===== src/rtl/uart_pkg.sv =====
// Shared types and constants for the UART transmitter slice.
package uart_pkg;

  typedef enum logic [1:0] {
    IDLE  = 2'd0,
    START = 2'd1,
    DATA  = 2'd2,
    STOP  = 2'd3
  } state_t;

  localparam int DEFAULT_CLKS_PER_BIT = 104;

  // Clock cycles from the first start-bit cycle to the last stop-bit cycle.
  function automatic int frame_cycles(input int data_bits,
                                      input int stop_bits,
                                      input int clks_per_bit);
    return (1 + data_bits + stop_bits) * clks_per_bit;
  endfunction

endpackage


===== src/rtl/uart_baud_counter.sv =====
// Bit-period timer: counts 0..CLKS_PER_BIT-1 while enabled and pulses tick on the last count.
module uart_baud_counter #(
  parameter int CLKS_PER_BIT = 104
) (
  input  logic clock,
  input  logic rst_n,
  input  logic clear,
  input  logic enable,
  output logic tick
);

  localparam int W = (CLKS_PER_BIT > 1) ? $clog2(CLKS_PER_BIT) : 1;
  localparam logic [W-1:0] LAST = W'(CLKS_PER_BIT - 1);

  logic [W-1:0] count;

  assign tick = enable && (count == LAST);

  always_ff @(posedge clock or negedge rst_n) begin
    if (!rst_n) begin
      count <= '0;
    end else if (clear) begin
      count <= '0;
    end else if (enable) begin
      count <= (count == LAST) ? '0 : count + 1'b1;
    end
  end

endmodule


===== src/rtl/uart_tx_pin.sv =====
// UART transmitter: accepts a word over valid/ready and serialises it LSB first onto a registered pin.
module uart_tx_pin
  import uart_pkg::*;
#(
  parameter int CLKS_PER_BIT = DEFAULT_CLKS_PER_BIT,
  parameter int DATA_BITS    = 8,
  parameter int STOP_BITS    = 1
) (
  input  logic                 clock,
  input  logic                 rst_n,
  input  logic [DATA_BITS-1:0] in_data,
  input  logic                 in_valid,
  output logic                 in_ready,
  output logic                 tx,
  output logic                 busy
);

  if (CLKS_PER_BIT < 2) begin : g_bad_clks_per_bit
    $error("uart_tx_pin: CLKS_PER_BIT must be >= 2");
  end
  if (DATA_BITS < 5 || DATA_BITS > 9) begin : g_bad_data_bits
    $error("uart_tx_pin: DATA_BITS must be in 5..9");
  end
  if (STOP_BITS < 1 || STOP_BITS > 2) begin : g_bad_stop_bits
    $error("uart_tx_pin: STOP_BITS must be 1 or 2");
  end

  localparam int BIT_W = $clog2(DATA_BITS);
  localparam logic [BIT_W-1:0] LAST_BIT  = BIT_W'(DATA_BITS - 1);
  localparam logic             LAST_STOP = 1'(STOP_BITS - 1);

  state_t               state;
  logic [DATA_BITS-1:0] shift_reg;
  logic [BIT_W-1:0]     bit_cnt;
  logic                 stop_cnt;
  logic                 tick;
  logic                 accept;

  assign in_ready = (state == IDLE);
  assign accept   = in_valid && in_ready;

  uart_baud_counter #(
    .CLKS_PER_BIT(CLKS_PER_BIT)
  ) u_baud (
    .clock (clock),
    .rst_n (rst_n),
    .clear (accept),
    .enable(state != IDLE),
    .tick  (tick)
  );

  // tx is loaded one state ahead so the pin changes on the same edge as the state.
  always_ff @(posedge clock or negedge rst_n) begin
    if (!rst_n) begin
      state     <= IDLE;
      tx        <= 1'b1;
      busy      <= 1'b0;
      shift_reg <= '0;
      bit_cnt   <= '0;
      stop_cnt  <= 1'b0;
    end else begin
      case (state)
        IDLE: begin
          if (in_valid) begin
            shift_reg <= in_data;
            tx        <= 1'b0;
            busy      <= 1'b1;
            bit_cnt   <= '0;
            stop_cnt  <= 1'b0;
            state     <= START;
          end
        end
        START: begin
          if (tick) begin
            tx        <= shift_reg[0];
            shift_reg <= shift_reg >> 1;
            state     <= DATA;
          end
        end
        DATA: begin
          if (tick) begin
            if (bit_cnt == LAST_BIT) begin
              tx    <= 1'b1;
              state <= STOP;
            end else begin
              tx        <= shift_reg[0];
              shift_reg <= shift_reg >> 1;
              bit_cnt   <= bit_cnt + 1'b1;
            end
          end
        end
        STOP: begin
          if (tick) begin
            if (stop_cnt == LAST_STOP) begin
              busy  <= 1'b0;
              state <= IDLE;
            end else begin
              stop_cnt <= stop_cnt + 1'b1;
            end
          end
        end
        default: begin
          tx    <= 1'b1;
          busy  <= 1'b0;
          state <= IDLE;
        end
      endcase
    end
  end

endmodule

===== config.mk =====
export PLATFORM = sky130hd
export DESIGN_NAME = uart_tx_pin
export DESIGN_NICKNAME = d
export VERILOG_FILES = /design/src/rtl/uart_pkg.sv /design/src/rtl/uart_baud_counter.sv /design/src/rtl/uart_tx_pin.sv
export SDC_FILE = /design/constraint.sdc
export NUM_CORES = 1
export LEC_CHECK = 0
export CORE_AREA = 3 3 52 54
export CTS_BUF_LIST = sky130_fd_sc_hd__clkbuf_4
export DETAILED_ROUTE_END_ITERATION = 10
export DIE_AREA = 0 0 55 57
export GPL_TIMING_DRIVEN = 1
export HOLD_SLACK_MARGIN = 0.06
export PLACE_DENSITY = 0.88
export SETUP_SLACK_MARGIN = 0.4
export SKIP_CTS_REPAIR_TIMING = 1
export SYNTH_ARGS = -nofsm -noshare
export SYNTH_HDL_FRONTEND = slang
export SYNTH_HIERARCHICAL = 1
export SYNTH_SLANG_ARGS = --single-unit

===== constraint.sdc =====
create_clock -name clock -period 3.7 [get_ports clock]
set_input_delay 0.74 -clock clock [delete_from_list [all_inputs] [get_ports clock]]
set_output_delay 0.74 -clock clock [all_outputs]
set_load 0.1 [all_outputs]

## Word-level counts from Yosys, hierarchy flattened

Cells that the tools add are included.

| operators by class | value |
|---|---|
| add/sub/neg operators | 3 |
| eq/ne operators | 12 |
| muxes and demuxes | 31 |
| reduce and logical (&&, ||, !) cells | 14 |

Operator list:

| operator | number |
|---|---|
| 8-bit 2-to-1 mux | 4 |
| 8-bit one-hot mux with 3 select lines | 1 |
| 7-bit 2-to-1 mux | 3 |
| 2-bit != test, second input constant | 7 |
| 2-bit 2-to-1 mux | 6 |
| 4-bit AND reduction | 3 |
| 1-bit 2-to-1 mux | 9 |
| 3-bit 2-to-1 mux | 3 |
| 2-bit one-hot mux with 4 select lines | 1 |
| 2-bit nonzero test | 4 |
| 7-bit by 1-bit adder with 7-bit output, second input constant | 1 |
| 7-bit == test, second input constant | 1 |
| 3-bit one-hot mux with 2 select lines | 1 |
| 6-bit AND reduction | 1 |
| 5-bit AND reduction | 1 |
| 2-bit == test, second input constant | 2 |
| 1-bit one-hot mux with 2 select lines | 2 |
| 3-bit by 1-bit adder with 3-bit output, second input constant | 1 |
| 3-bit == test, second input constant | 1 |
| 1-bit one-hot mux with 3 select lines | 1 |
| 3-bit AND reduction | 1 |
| 3-bit nonzero test | 1 |
| 2-bit by 1-bit == test with 1-bit output, second input constant | 1 |
| 1-bit logical AND | 2 |
| other kinds (2) | 2 |

| word-level totals | value |
|---|---|
| register bits | 23 |
| input bits | 11 |
| output and inout bits | 3 |
| logic and storage cells | 67 |

## Depth between registers and ports, before layout

Gate-level depths: netlist of the first run.

| logic depth | value |
|---|---|
| word-level depth | 4 |
| depth in mapped cells | 8 |
| gate-level depth less buffers | 7 |

## Hierarchy

Netlist of the first run, hierarchy kept.

By module, submodules not included:

| module | instances | cells each | area an instance (um^2) | seq. area each (um^2) |
|---|---|---|---|---|
| uart_tx_pin | 1 | 76 | 912.1 | 376.6 |
| uart_baud_counter | 1 | 47 | 424.2 | 175.2 |

## Least setup slack after synthesis of the first run

OpenSTA, ideal clock, no wires.

| path | value |
|---|---|
| path type | register to register |
| from | register state[0] |
| to | register shift_reg[0] |
| arrival | 2,633 ps |
| data required time | 3,575 ps |
| setup slack | 943 ps |
| stages on the path, launching flop included | 9 |
| path buffers | 1 |
| clock period less this slack | 2,757 ps |
| path through | dfrtp_1 > inv_1 > ha_1 > inv_1 > buf_2 > and2_1 > o21ba_2 > a2111oi_4 > mux2_2 |

| between the ends | value |
|---|---|
| elaborated cells on any way between the ends | 12 |
| those cells by class | eq/ne (6); mux (1); reduce/logical (5) |

RTL lines:

| element | RTL line | text |
|---|---|---|
| start, declared | uart_tx_pin.sv:32 | `state_t state;` |
| start signal, assigned | uart_tx_pin.sv:55 | `state <= IDLE;` |
| start signal, assigned | uart_tx_pin.sv:70 | `state <= START;` |
| start signal, assigned | uart_tx_pin.sv:77 | `state <= DATA;` |
| 2-bit logical NOT * | -- |  |
| net in_ready | uart_tx_pin.sv:13 | `output logic in_ready,` |
| 2-bit != test (no line) or 3-bit nonzero test (tied branches) | -- |  |
| 5-bit AND reduction (no line) | -- |  |
| end signal, assigned | uart_tx_pin.sv:65 | `shift_reg <= in_data;` |
| end signal, assigned | uart_tx_pin.sv:76 | `shift_reg <= shift_reg >> 1;` |
| end signal, assigned | uart_tx_pin.sv:87 | `shift_reg <= shift_reg >> 1;` |
| end, declared | uart_tx_pin.sv:33 | `logic [DATA_BITS-1:0] shift_reg;` |

Mark *: on every way through the listed nets, which the timed path passes. The rest lies on a longest branch.
A chain may end at the register's enable or synchronous reset.

## Final worst setup path of the first run

| path | value |
|---|---|
| from | register tx |
| to | output port tx |

RTL lines:

| element | RTL line | text |
|---|---|---|
| start, declared | uart_tx_pin.sv:14 | `output logic tx,` |
| start signal, assigned | uart_tx_pin.sv:75 | `tx <= shift_reg[0];` |
| start signal, assigned | uart_tx_pin.sv:86 | `tx <= shift_reg[0];` |

No word-level cell between the ends.

==> impl_table.tex, run 1 <==
\begin{tabular}{lr}
\hline
Metric & Value \\
\hline
\multicolumn{2}{l}{\textbf{Clock network}} \\
\quad H-tree depth & 1 \\
\quad Clock slew at reported path FFs & 0.13 ns \\
\quad TritonCTS Buffers & 3 \\
\quad Clock latency on the worst-skew pair & 0.33 ns \\
\quad Root cell of the clock tree & sky130\_fd\_sc\_hd\_\_clkbuf\_4 \\
\quad Deepest clock path buffer count & 2 \\
\quad CTS sink count & 22 \\
\quad Clock tree from TritonCTS & done \\
\multicolumn{2}{l}{\textbf{Pwr}} \\
\quad Worst vdd rail ir drop & 0.284 mV \\
\quad Net Sw Frac & 19.8\% \\
\quad Internal power consumption & 0.000370 W \\
\quad Proportion of power drawn by flip-flops and latches & 53.6\% \\
\quad Total leakage power & 0.628 nW \\
\quad Reported net switching power & 0.0000913 W \\
\quad Share of total power in combinational logic & 5.2\% \\
\quad Power per standard cell area & 299 nW/µm² \\
\quad Relative contribution of the clock network to total power & 41.1\% \\
\multicolumn{2}{l}{\textbf{Flow run}} \\
\quad Maximum Capacitance Violations & 0 \\
\multicolumn{2}{l}{\textbf{Timing}} \\
\quad Final setup slack of the worst path & 0.955 ns \\
\quad Sum of negative setup slack & 0 ns \\
\quad Count of pins over their slew limit & 0 \\
\quad Final setup violation count & 0 \\
\quad Worst Max-Slew Pin Slew & 0.991 ns \\
\quad RSZ-0062 raised after global routing & false \\
\quad Clock period minus worst slack & 2.75 ns \\
\quad Setup skew after layout & 0.00791 ns \\
\quad Final hold vios & 0 \\
\quad Worst hold margin & 0.520 ns \\
\quad Final period util & 74.2\% \\
\quad Relative slew slack & 33.8\% \\
\quad Maximum clock rate & 364 MHz \\
\multicolumn{2}{l}{\textbf{Layout}} \\
\quad Final cell area excluding filler cells & 1540 µm² \\
\quad Antenna diodes & 0 \\
\quad Final cell utilization of the core & 68.4\% \\
\quad Fraction of layout cells with a size suffix above 1 & 18.8\% \\
\quad Commonest cells after routing, fill and taps aside & sky130\_fd\_sc\_hd\_\_dfrtp\_1 (21), sky130\_fd\_sc\_hd\_\_mux2\_2 (18), sky130\_fd\_sc\_hd\_\_clkdlybuf4s50\_1 (12) \\
\quad Largest register FFs & 8 \\
\quad Layout Nets & 161 \\
\quad Area growth from synthesis to layout & 15.4\% \\
\quad Most common cell after layout, fill and taps aside & sky130\_fd\_sc\_hd\_\_dfrtp\_1 \\
\multicolumn{2}{l}{\textbf{Global routing}} \\
\quad Routing layer with the top usage in global route & met2 \\
\quad Pin count of the biggest net entering global routing & 23 \\
\quad Global Route met1 Usage & 23.5\% \\
\quad Met3 layer usage reported by global route & 4.18\% \\
\quad Met2 Track Usage GR & 31.8\% \\
\quad Total gr overflow & 0 \\
\quad Global router's overall resource usage & 19.9\% \\
\quad Vias in the first global route & 1023 \\
\quad Initial antenna violation count & 0 \\
\quad Global-route wire length before repair & 4.45 mm \\
\multicolumn{2}{l}{\textbf{Worst setup path}} \\
\quad Endpoint required time on the critical path & 2.96 ns \\
\quad Total buffers and inverters traversed by the critical path & 1 \\
\quad Class of the most critical setup path & flop to output pin \\
\quad Worst stage delay on the critical path & 1.12 ns \\
\quad Maximum fanout count along the critical path & 2 \\
\quad Beginning of the critical path & tx \\
\quad Data arrival time at the worst-slack endpoint & 2.01 ns \\
\quad Crit path capture type & output pin \\
\quad Critical Path Slowest Stage Cell & sky130\_fd\_sc\_hd\_\_clkdlybuf4s50\_1 \\
\quad Worst flop-to-flop path startpoint & state[0] \\
\quad CP startpoint kind & flop \\
\quad Kind of cell with the highest combined delay on the critical path & buffers and inverters \\
\quad Cell chain of the critical path & clkdlybuf4s50\_1 \\
\multicolumn{2}{l}{\textbf{Route}} \\
\quad Initial DRC count & 25 \\
\quad Count of TritonRoute iterations in the first routing pass & 4 \\
\quad Remaining number of nets flagged by the antenna check after routing & 0 \\
\quad Via count & 963 \\
\quad Number of remaining DRC errors & 0 \\
\quad Final wirelength & 2.62 mm \\
\quad Per-cell via count in the routed design & 5.80 \\
\quad Routed wirelength normalized by instance count & 15.8 µm \\
\multicolumn{2}{l}{\textbf{Floorplan}} \\
\quad FP Rows & 17 \\
\quad Initial Util & 59.3\% \\
\quad Die width & 55 µm \\
\quad Die ar. & 3140 µm² \\
\quad Die Ht & 57 µm \\
\quad Ports & 14 \\
\quad Floorplan Core Area & 2250 µm² \\
\multicolumn{2}{l}{\textbf{Min path}} \\
\quad Min-delay worst type & flop to flop \\
\quad Source of the worst hold timing path & shift\_reg[2] \\
\multicolumn{2}{l}{\textbf{Placed design}} \\
\quad Worst slack after detailed placement & 1.12 ns \\
\quad Total half-perimeter wirelength after legalization and detailed placement & 2.00 mm \\
\quad Number of buffer cells added on primary ports & 13 \\
\quad GP Congestion & 0.787 \\
\quad DP Area & 1490 µm² \\
\multicolumn{2}{l}{\textbf{Yosys}} \\
\quad Yosys cell types & 33 \\
\quad Number of enable-type register cells in the synthesized netlist & 0 \\
\quad Share of synthesized flip-flops with an asynchronous set or reset & 100\% \\
\quad Synthesized area per cell & 10.9 µm² \\
\quad Yosys reg bits & 22 \\
\quad Sequential fraction of the synthesis area & 41.3\% \\
\quad Count of synthesis-stage warnings from yosys & 6 \\
\quad Cell count after synthesis & 123 \\
\quad Total nets after synthesis & 145 \\
\quad Area of the mapped netlist & 1340 µm² \\
\quad Primary flip-flop cell chosen by synthesis mapping & sky130\_fd\_sc\_hd\_\_dfrtp\_1 \\
\multicolumn{2}{l}{\textbf{Outcome}} \\
\quad Run status & complete, no violations \\
\hline
\end{tabular}
==> cell type report <==
class,count,area (µm²)
inverter,8,30.0
sequential,22,552
fill,181,712
multi-input combinational,91,746
timing repair buffer,13,128
tap,28,35.0
clock inverter,1,30.0
clock buffer,3,22.5
==> per-stage QoR <==
stage | power [W] | instances
floorplan | 0.000259 | 123
global placement | 0.000275 | 162
finish | 0.000462 | 166
global route | 0.000484 | 166
CTS | 0.000471 | 166
detailed placement | 0.000277 | 162
==> synth_stat cells, drive strengths merged (2+ instances only) <==
library cell  count  share of area, %
nand2            10               2.8
nor2b             3               1.4
nor2              7               2.0
a21oi             3               1.1
dfrtp            21                39
mux2i             2               1.5
nor3              3               1.1
o311ai            3               2.0
mux2             18                15
nand2b            8               3.7
xor2              2               1.3
o211ai            2               1.1
and2              2              0.94
nand3             2              0.75
ha               11                10
inv               8               2.2
nand4             2              0.94
==> logic make-up (layout without fill, tap and decap cells) <==
kind of cell	after synthesis	count (layout)	share of synthesized area, %
compound gates	19	19	12.5
xor+xnor	2	2	1.31
fa+ha+maj	11	11	10.3
buf+inv	10	25	2.90
flops	22	22	41.3
mux	20	20	16.7
simple gates	39	39	15.1
==> worst paths after layout <==
kind,endpoint,slack [ns],cells after the start
worst max-delay path,tx,0.95,1
worst min-delay path,shift_reg[2],0.52,1
worst max register to register,shift_reg[6],1.09,7
worst min register to register,shift_reg[2],0.52,1
max in group asynchronous,shift_reg[3],2.16,1
min in group asynchronous,u_baud/count[1],0.95,1
==> metal layers <==
layer | up-vias | wire, µm
met3 | 7 | 118
met5 | - | 0
met2 | 26 | 1350
met4 | 0 | 70
li1 | 469 | -
met1 | 461 | 1070
==> power by group through the flow <==
stage	logic (W)	registers (W)	clock network, W
2_1_floorplan	0.00000795	0.000251	0
3_3_place_gp	0.0000234	0.000251	0
3_5_place_dp	0.0000249	0.000252	0
4_1_cts	0.0000249	0.000248	0.000199
5_1_grt	0.0000267	0.000248	0.000209
6_report	0.0000242	0.000247	0.000190
Note: power is estimated with default switching activity, not from simulation.
==> run 2: changes to the inputs <==
- CORE_AREA: 3 3 52 54 -> 3 3 55 57
- DIE_AREA: 0 0 55 57 -> 0 0 58 60
- PLACE_DENSITY: 0.88 -> 0.83
- clock period: 3.7 -> 2.3 ns (I/O delays scaled with it)
==> impl_table.tex, run 2 (synthesis gave the netlist of run 1 again) <==
\begin{tabular}{lr}
\hline
Metric & Value \\
\hline
\multicolumn{2}{l}{\textbf{Worst setup path}} \\
\quad Cell chain of the critical path & ha\_4, nand2\_4, nor3\_4, and2\_4, o21ba\_4, a2111oi\_4, buf\_6, mux2\_2 \\
\quad Crit path capture type & flop \\
\quad Critical Path Slowest Stage Cell & sky130\_fd\_sc\_hd\_\_dfrtp\_1 \\
\quad Endpoint required time on the critical path & 2.52 ns (-0.44 ns) \\
\quad CP startpoint kind & flop \\
\quad Kind of cell with the highest combined delay on the critical path & compound AO/OA/AOI/OAI gates \\
\quad Data arrival time at the worst-slack endpoint & 2.38 ns (+0.37 ns) \\
\quad Worst stage delay on the critical path & 0.44 ns (-0.68 ns) \\
\quad Class of the most critical setup path & flop to flop \\
\quad Total buffers and inverters traversed by the critical path & 1 (unchanged) \\
\quad Maximum fanout count along the critical path & 8 (+6) \\
\multicolumn{2}{l}{\textbf{Pwr}} \\
\quad Total leakage power & 0.764 nW (+22\%) \\
\quad Worst vdd rail ir drop & 0.435 mV (+53\%) \\
\quad Power per standard cell area & 365 nW/µm² (+22\%) \\
\multicolumn{2}{l}{\textbf{Layout}} \\
\quad Number of fill cells & 195 (+7.7\%) \\
\quad Layout Nets & 175 (+8.7\%) \\
\quad Fraction of layout cells with a size suffix above 1 & 40.1\% (+21 points) \\
\quad Antenna diodes & 0 (unchanged) \\
\quad Most common cell after layout, fill and taps aside & sky130\_fd\_sc\_hd\_\_dfrtp\_1 \\
\quad Largest register FFs & 8 (unchanged) \\
\quad Commonest cells after routing, fill and taps aside & sky130\_fd\_sc\_hd\_\_dfrtp\_1 (17), sky130\_fd\_sc\_hd\_\_buf\_4 (14), sky130\_fd\_sc\_hd\_\_mux2\_2 (10), sky130\_fd\_sc\_hd\_\_clkdlybuf4s50\_1 (10) \\
\quad Final instance count without filler cells & 182 (+9.6\%) \\
\quad Area growth from synthesis to layout & 32.5\% \\
\multicolumn{2}{l}{\textbf{Clock network}} \\
\quad Root cell of the clock tree & sky130\_fd\_sc\_hd\_\_clkbuf\_4 \\
\quad TritonCTS Buffers & 3 (unchanged) \\
\quad Clock tree from TritonCTS & done \\
\quad H-tree depth & 1 (unchanged) \\
\quad Clock latency on the worst-skew pair & 0.32 ns (about the same) \\
\quad Deepest clock path buffer count & 2 (unchanged) \\
\quad CTS sink count & 22 (unchanged) \\
\quad Clock slew at reported path FFs & 0.12 ns (about the same) \\
\multicolumn{2}{l}{\textbf{Route}} \\
\quad Routed wirelength normalized by instance count & 17.2 µm (+8.9\%) \\
\quad Final wirelength & 3.13 mm (+19\%) \\
\quad Per-cell via count in the routed design & 5.77 (-0.55\%) \\
\quad Via count & 1050 (+9.0\%) \\
\quad Remaining number of nets flagged by the antenna check after routing & 0 (unchanged) \\
\quad Initial DRC count & 67 (+170\%) \\
\quad Number of remaining DRC errors & 0 (unchanged) \\
\quad Count of TritonRoute iterations in the first routing pass & 4 (unchanged) \\
\multicolumn{2}{l}{\textbf{Global routing}} \\
\quad Pin count of the biggest net entering global routing & 23 (unchanged) \\
\quad Global router's overall resource usage & 17.5\% (-2.4 points) \\
\quad Initial antenna violation count & 0 (unchanged) \\
\quad Routing layer with the top usage in global route & met2 \\
\quad Met3 layer usage reported by global route & 3.46\% (-0.72 points) \\
\quad Total gr overflow & 0 (unchanged) \\
\quad Vias in the first global route & 1028 (+0.49\%) \\
\quad Global-route wire length before repair & 4.54 mm (+2.0\%) \\
\quad Global Route met1 Usage & 20.5\% (-2.9 points) \\
\quad Met2 Track Usage GR & 30.6\% (-1.1 points) \\
\multicolumn{2}{l}{\textbf{Floorplan}} \\
\quad Die Ht & 60 µm (+5.3\%) \\
\quad Die width & 58 µm (+5.5\%) \\
\quad FP Rows & 18 (+1) \\
\quad Ports & 14 (unchanged) \\
\quad Die ar. & 3480 µm² (+11\%) \\
\quad Initial Util & 53.0\% (-6.3 points) \\
\quad Floorplan Core Area & 2520 µm² (+12\%) \\
\multicolumn{2}{l}{\textbf{Timing}} \\
\quad Setup skew after layout & 0.00554 ns (-0.00237 ns) \\
\quad Final setup violation count & 0 (unchanged) \\
\quad Clock period minus worst slack & 2.16 ns \\
\quad Relative slew slack & 63.9\% (+30 points) \\
\quad Count of pins over their slew limit & 0 (unchanged) \\
\quad Maximum clock rate & 462 MHz \\
\quad Worst Max-Slew Pin Slew & 0.541 ns (-0.450 ns) \\
\quad RSZ-0062 raised after global routing & true \\
\quad Sum of negative setup slack & 0 ns (unchanged) \\
\quad Final period util & 94.1\% \\
\quad Final hold vios & 0 (unchanged) \\
\multicolumn{2}{l}{\textbf{Min path}} \\
\quad Min-delay worst type & input port to async pin \\
\multicolumn{2}{l}{\textbf{Placed design}} \\
\quad Instance count after placement with tap cells included & 170 (+4.9\%) \\
\quad Number of buffer cells added on primary ports & 13 (unchanged) \\
\quad GP Congestion & 0.920 (+17\%) \\
\quad Total half-perimeter wirelength after legalization and detailed placement & 2.05 mm (+2.7\%) \\
\multicolumn{2}{l}{\textbf{Flow run}} \\
\quad Maximum Capacitance Violations & 0 (unchanged) \\
\multicolumn{2}{l}{\textbf{Outcome}} \\
\quad Run status & complete, no violations \\
\hline
\end{tabular}
run 2: cell types whose count changed in the layout (fill, tap and decap cells not counted), sizes merged:
| cell | before | now |
|---|---|---|
| bufinv | 1 | 0 |
| clkbuf | 3 | 4 |
| clkdlybuf4s50 | 12 | 10 |
| buf | 1 | 17 |
run 2: path summary, 6_finish.rpt:
kind | cells past startpoint | from | endpoint | slack (ns)
setup / recovery | 8 | u_baud/count[1] | shift_reg[5] | 0.14
setup reg to reg | 8 | u_baud/count[1] | shift_reg[5] | 0.14
hold reg to reg | 1 | shift_reg[7] | shift_reg[7] | 0.52
hold / removal | 2 | rst_n | busy | 0.47
min in group clock | 1 | shift_reg[7] | shift_reg[7] | 0.52
max in group asynchronous | 2 | rst_n | tx | 1.55
run 2: cell type report:
cell class              count  area [µm²]  share of cell area (%)
inverters                   8        30.0                    1.70
repair buffers             27         248                    14.0
flip-flops and latches     22         557                    31.4
well taps                  30        37.5                    2.12
multi-input cells          91         868                    49.0
clock buffers               4        30.0                    1.70
run 2: power breakdown:
part	internal, W	switching, W
clock network	0.0000798	0.000124
logic	0.0000298	0.0000146
registers	0.000394	0.00000444
total	0.000503	0.000143
run 2: stage by stage:
| step | setup slack [ns] | power, W | hold slack (ns) | instance area [µm²] | utilization, % |
|---|---|---|---|---|---|
| 2_1_floorplan | 0.114 | 0.000417 | 0.164 | 1370 | - |
| 3_3_place_gp | 0.173 | 0.000444 | 0.487 | 1570 | 62.3 |
| 3_5_place_dp | 0.0331 | 0.000446 | 0.495 | 1570 | 62.3 |
| 4_1_cts | 0.0144 | 0.000646 | 0.481 | 1600 | 63.4 |
| 5_1_grt | 0.0957 | 0.000676 | 0.468 | 1770 | 70.2 |
| 6_report | 0.136 | 0.000646 | 0.471 | 1770 | 70.2 |
run 2: metal layers:
metal / vias up / routed length, µm
li1: 493 / -
met1: 524 / 1300
met2: 23 / 1670
met3: 10 / 90
met4: 0 / 61
met5: - / 0
==> run 3: changes to the inputs <==
- PLACE_DENSITY: 0.83 -> 0.81
==> impl_table.tex, run 3 (synthesis gave the netlist of run 1 again) <==
\begin{tabular}{lr}
\hline
Metric & Value \\
\hline
\multicolumn{2}{l}{\textbf{Route}} \\
\quad Routed wirelength normalized by instance count & 16.4 µm (-4.4\%) \\
\quad Remaining number of nets flagged by the antenna check after routing & 0 (unchanged) \\
\quad Initial DRC count & 32 (-52\%) \\
\quad Number of remaining DRC errors & 0 (unchanged) \\
\quad Count of TritonRoute iterations in the first routing pass & 4 (unchanged) \\
\quad Via count & 1054 (+0.38\%) \\
\quad Per-cell via count in the routed design & 5.89 (+2.1\%) \\
\quad Final wirelength & 2.94 mm (-6.0\%) \\
\multicolumn{2}{l}{\textbf{Floorplan}} \\
\quad Ports & 14 (unchanged) \\
\quad Die ar. & 3480 µm² (unchanged) \\
\quad FP Rows & 18 (unchanged) \\
\quad Die Ht & 60 µm (unchanged) \\
\quad Die width & 58 µm (unchanged) \\
\quad Initial Util & 53.0\% (unchanged) \\
\quad Floorplan Core Area & 2520 µm² (unchanged) \\
\multicolumn{2}{l}{\textbf{Clock network}} \\
\quad Clock tree from TritonCTS & done \\
\quad Clock latency on the worst-skew pair & 0.31 ns (about the same) \\
\quad Deepest clock path buffer count & 2 (unchanged) \\
\quad Clock slew at reported path FFs & 0.13 ns (about the same) \\
\quad CTS sink count & 22 (unchanged) \\
\quad TritonCTS Buffers & 3 (unchanged) \\
\quad H-tree depth & 1 (unchanged) \\
\quad Root cell of the clock tree & sky130\_fd\_sc\_hd\_\_clkbuf\_4 \\
\multicolumn{2}{l}{\textbf{Global routing}} \\
\quad Global router's overall resource usage & 16.6\% (-0.91 points) \\
\quad Total gr overflow & 0 (unchanged) \\
\quad Pin count of the biggest net entering global routing & 14 (-39\%) \\
\quad Vias in the first global route & 1016 (-1.2\%) \\
\quad Global-route wire length before repair & 4.36 mm (-4.0\%) \\
\quad Initial antenna violation count & 0 (unchanged) \\
\multicolumn{2}{l}{\textbf{Layout}} \\
\quad Final instance count without filler cells & 179 (-1.6\%) \\
\quad Commonest cells after routing, fill and taps aside & sky130\_fd\_sc\_hd\_\_dfrtp\_1 (20), sky130\_fd\_sc\_hd\_\_mux2\_2 (16), sky130\_fd\_sc\_hd\_\_buf\_4 (12) \\
\quad Number of fill cells & 205 (+5.1\%) \\
\quad Fraction of layout cells with a size suffix above 1 & 34.2\% (-5.9 points) \\
\quad Antenna diodes & 0 (unchanged) \\
\quad Final cell utilization of the core & 67.1\% (-3.1 points) \\
\quad Most common cell after layout, fill and taps aside & sky130\_fd\_sc\_hd\_\_dfrtp\_1 \\
\quad Largest register FFs & 8 (unchanged) \\
\quad Layout Nets & 172 (-1.7\%) \\
\quad Register Area & 553 µm² (-0.67\%) \\
\quad Area growth from synthesis to layout & 26.6\% \\
\quad Multi-input logic area & 820 µm² (-5.6\%) \\
\multicolumn{2}{l}{\textbf{Worst setup path}} \\
\quad Worst stage delay on the critical path & 0.44 ns (about the same) \\
\quad CP startpoint kind & flop \\
\quad Cell chain of the critical path & ha\_4, nand2\_4, nor3\_4, and2\_4, o21ba\_4, a2111oi\_4, buf\_6, mux2\_2 \\
\quad Worst flop-to-flop path startpoint & u\_baud/count[0] \\
\quad Endpoint required time on the critical path & 2.50 ns (-0.02 ns) \\
\quad Critical Path Slowest Stage Cell & sky130\_fd\_sc\_hd\_\_dfrtp\_1 \\
\quad Maximum fanout count along the critical path & 8 (unchanged) \\
\quad Worst reg-to-reg path cell count & 8 (unchanged) \\
\quad Class of the most critical setup path & flop to flop \\
\quad Crit path capture type & flop \\
\quad Beginning of the critical path & u\_baud/count[0] \\
\quad Data arrival time at the worst-slack endpoint & 2.33 ns (-0.05 ns) \\
\multicolumn{2}{l}{\textbf{Pwr}} \\
\quad Worst vdd rail ir drop & 0.338 mV (-22\%) \\
\quad Total leakage power & 0.728 nW (-4.8\%) \\
\quad Power per standard cell area & 378 nW/µm² (+3.6\%) \\
\multicolumn{2}{l}{\textbf{Timing}} \\
\quad Final setup slack of the worst path & 0.176 ns (+0.0405 ns) \\
\quad Relative slew slack & 65.7\% (+1.9 points) \\
\quad Maximum clock rate & 471 MHz (+1.9\%) \\
\quad Final hold vios & 0 (unchanged) \\
\quad Worst Max-Slew Pin Slew & 0.513 ns (-0.0283 ns) \\
\quad Final setup violation count & 0 (unchanged) \\
\quad Clock period minus worst slack & 2.12 ns (-0.0405 ns) \\
\quad Final period util & 92.3\% (-1.8 points) \\
\quad RSZ-0062 raised after global routing & true \\
\quad Count of pins over their slew limit & 0 (unchanged) \\
\quad Setup skew after layout & 0.00806 ns (+0.00251 ns) \\
\multicolumn{2}{l}{\textbf{Outcome}} \\
\quad Run status & complete, no violations \\
\multicolumn{2}{l}{\textbf{Placed design}} \\
\quad Instance count after placement with tap cells included & 168 (-1.2\%) \\
\quad Number of buffer cells added on primary ports & 13 (unchanged) \\
\quad Worst slack after detailed placement & 0.0197 ns (-0.0134 ns) \\
\quad Total half-perimeter wirelength after legalization and detailed placement & 2.04 mm (-0.55\%) \\
\quad GP Congestion & 0.827 (-10\%) \\
\multicolumn{2}{l}{\textbf{Min path}} \\
\quad Min-delay worst type & input port to async pin \\
\multicolumn{2}{l}{\textbf{Flow run}} \\
\quad Maximum Capacitance Violations & 0 (unchanged) \\
\hline
\end{tabular}
run 3: cell types whose count changed in the layout (fill, tap and decap cells not counted), sizes merged:
cell  previous run  this run
buf             17        14
run 3: final timing paths:
| kind | endpoint | slack (ns) |
|---|---|---|
| worst min-delay path | u_baud/count[5] | 0.47 |
| min in group clock | shift_reg[7] | 0.53 |
| worst max-delay path | shift_reg[6] | 0.18 |
| worst max register to register | shift_reg[6] | 0.18 |
| worst min register to register | shift_reg[7] | 0.53 |
| max in group asynchronous | u_baud/count[3] | 1.25 |
run 3: final cells by class:
class / instances / area share (%)
Multi-Input combinational cell: 91 / 48.4
Sequential cell: 22 / 32.7
Tap cell: 30 / 2.22
Clock buffer: 4 / 1.78
Timing Repair Buffer: 24 / 13.1
Inverter: 8 / 1.78
run 3: report_power, final:
group | switching, W | internal, W | total (W) | leakage [nW]
Clock | 0.000122 | 0.0000795 | 0.000201 | 0.0184
Sequential | 0.00000384 | 0.000394 | 0.000398 | 0.258
Combinational | 0.0000145 | 0.0000268 | 0.0000413 | 0.451
Total | 0.000140 | 0.000500 | 0.000640 | 0.728
run 3: per-layer routing:
layer	vias to the layer above	routed length [µm]	global-route usage, %
met5	-	0	0
met4	0	37	6.62
met3	6	124	2.38
met2	29	1570	32.1
met1	525	1200	18.0
li1	494	-	-
run 3: metrics by stage:
stage	hold WS, ns	power [W]	instance area, µm²	setup TNS, ns
after floorplan	0.164	0.000417	1370	0
after global placement	0.485	0.000444	1560	0
after detailed placement	0.499	0.000447	1560	0
after CTS	0.465	0.000651	1590	-0.00202
after global routing	0.466	0.000671	1690	0
final	0.471	0.000640	1690	0
run 3: critical path: cells and delay by family (launching register included):
family | cells | cell delay [ns]
AND/OR/NAND/NOR | 3 | 0.48
AO/OA/AOI/OAI | 2 | 0.38
buffers and inverters | 1 | 0.19
multiplexers | 1 | 0.34
adder cells (fa/ha/maj) | 1 | 0.19
flip-flops | 1 | 0.44
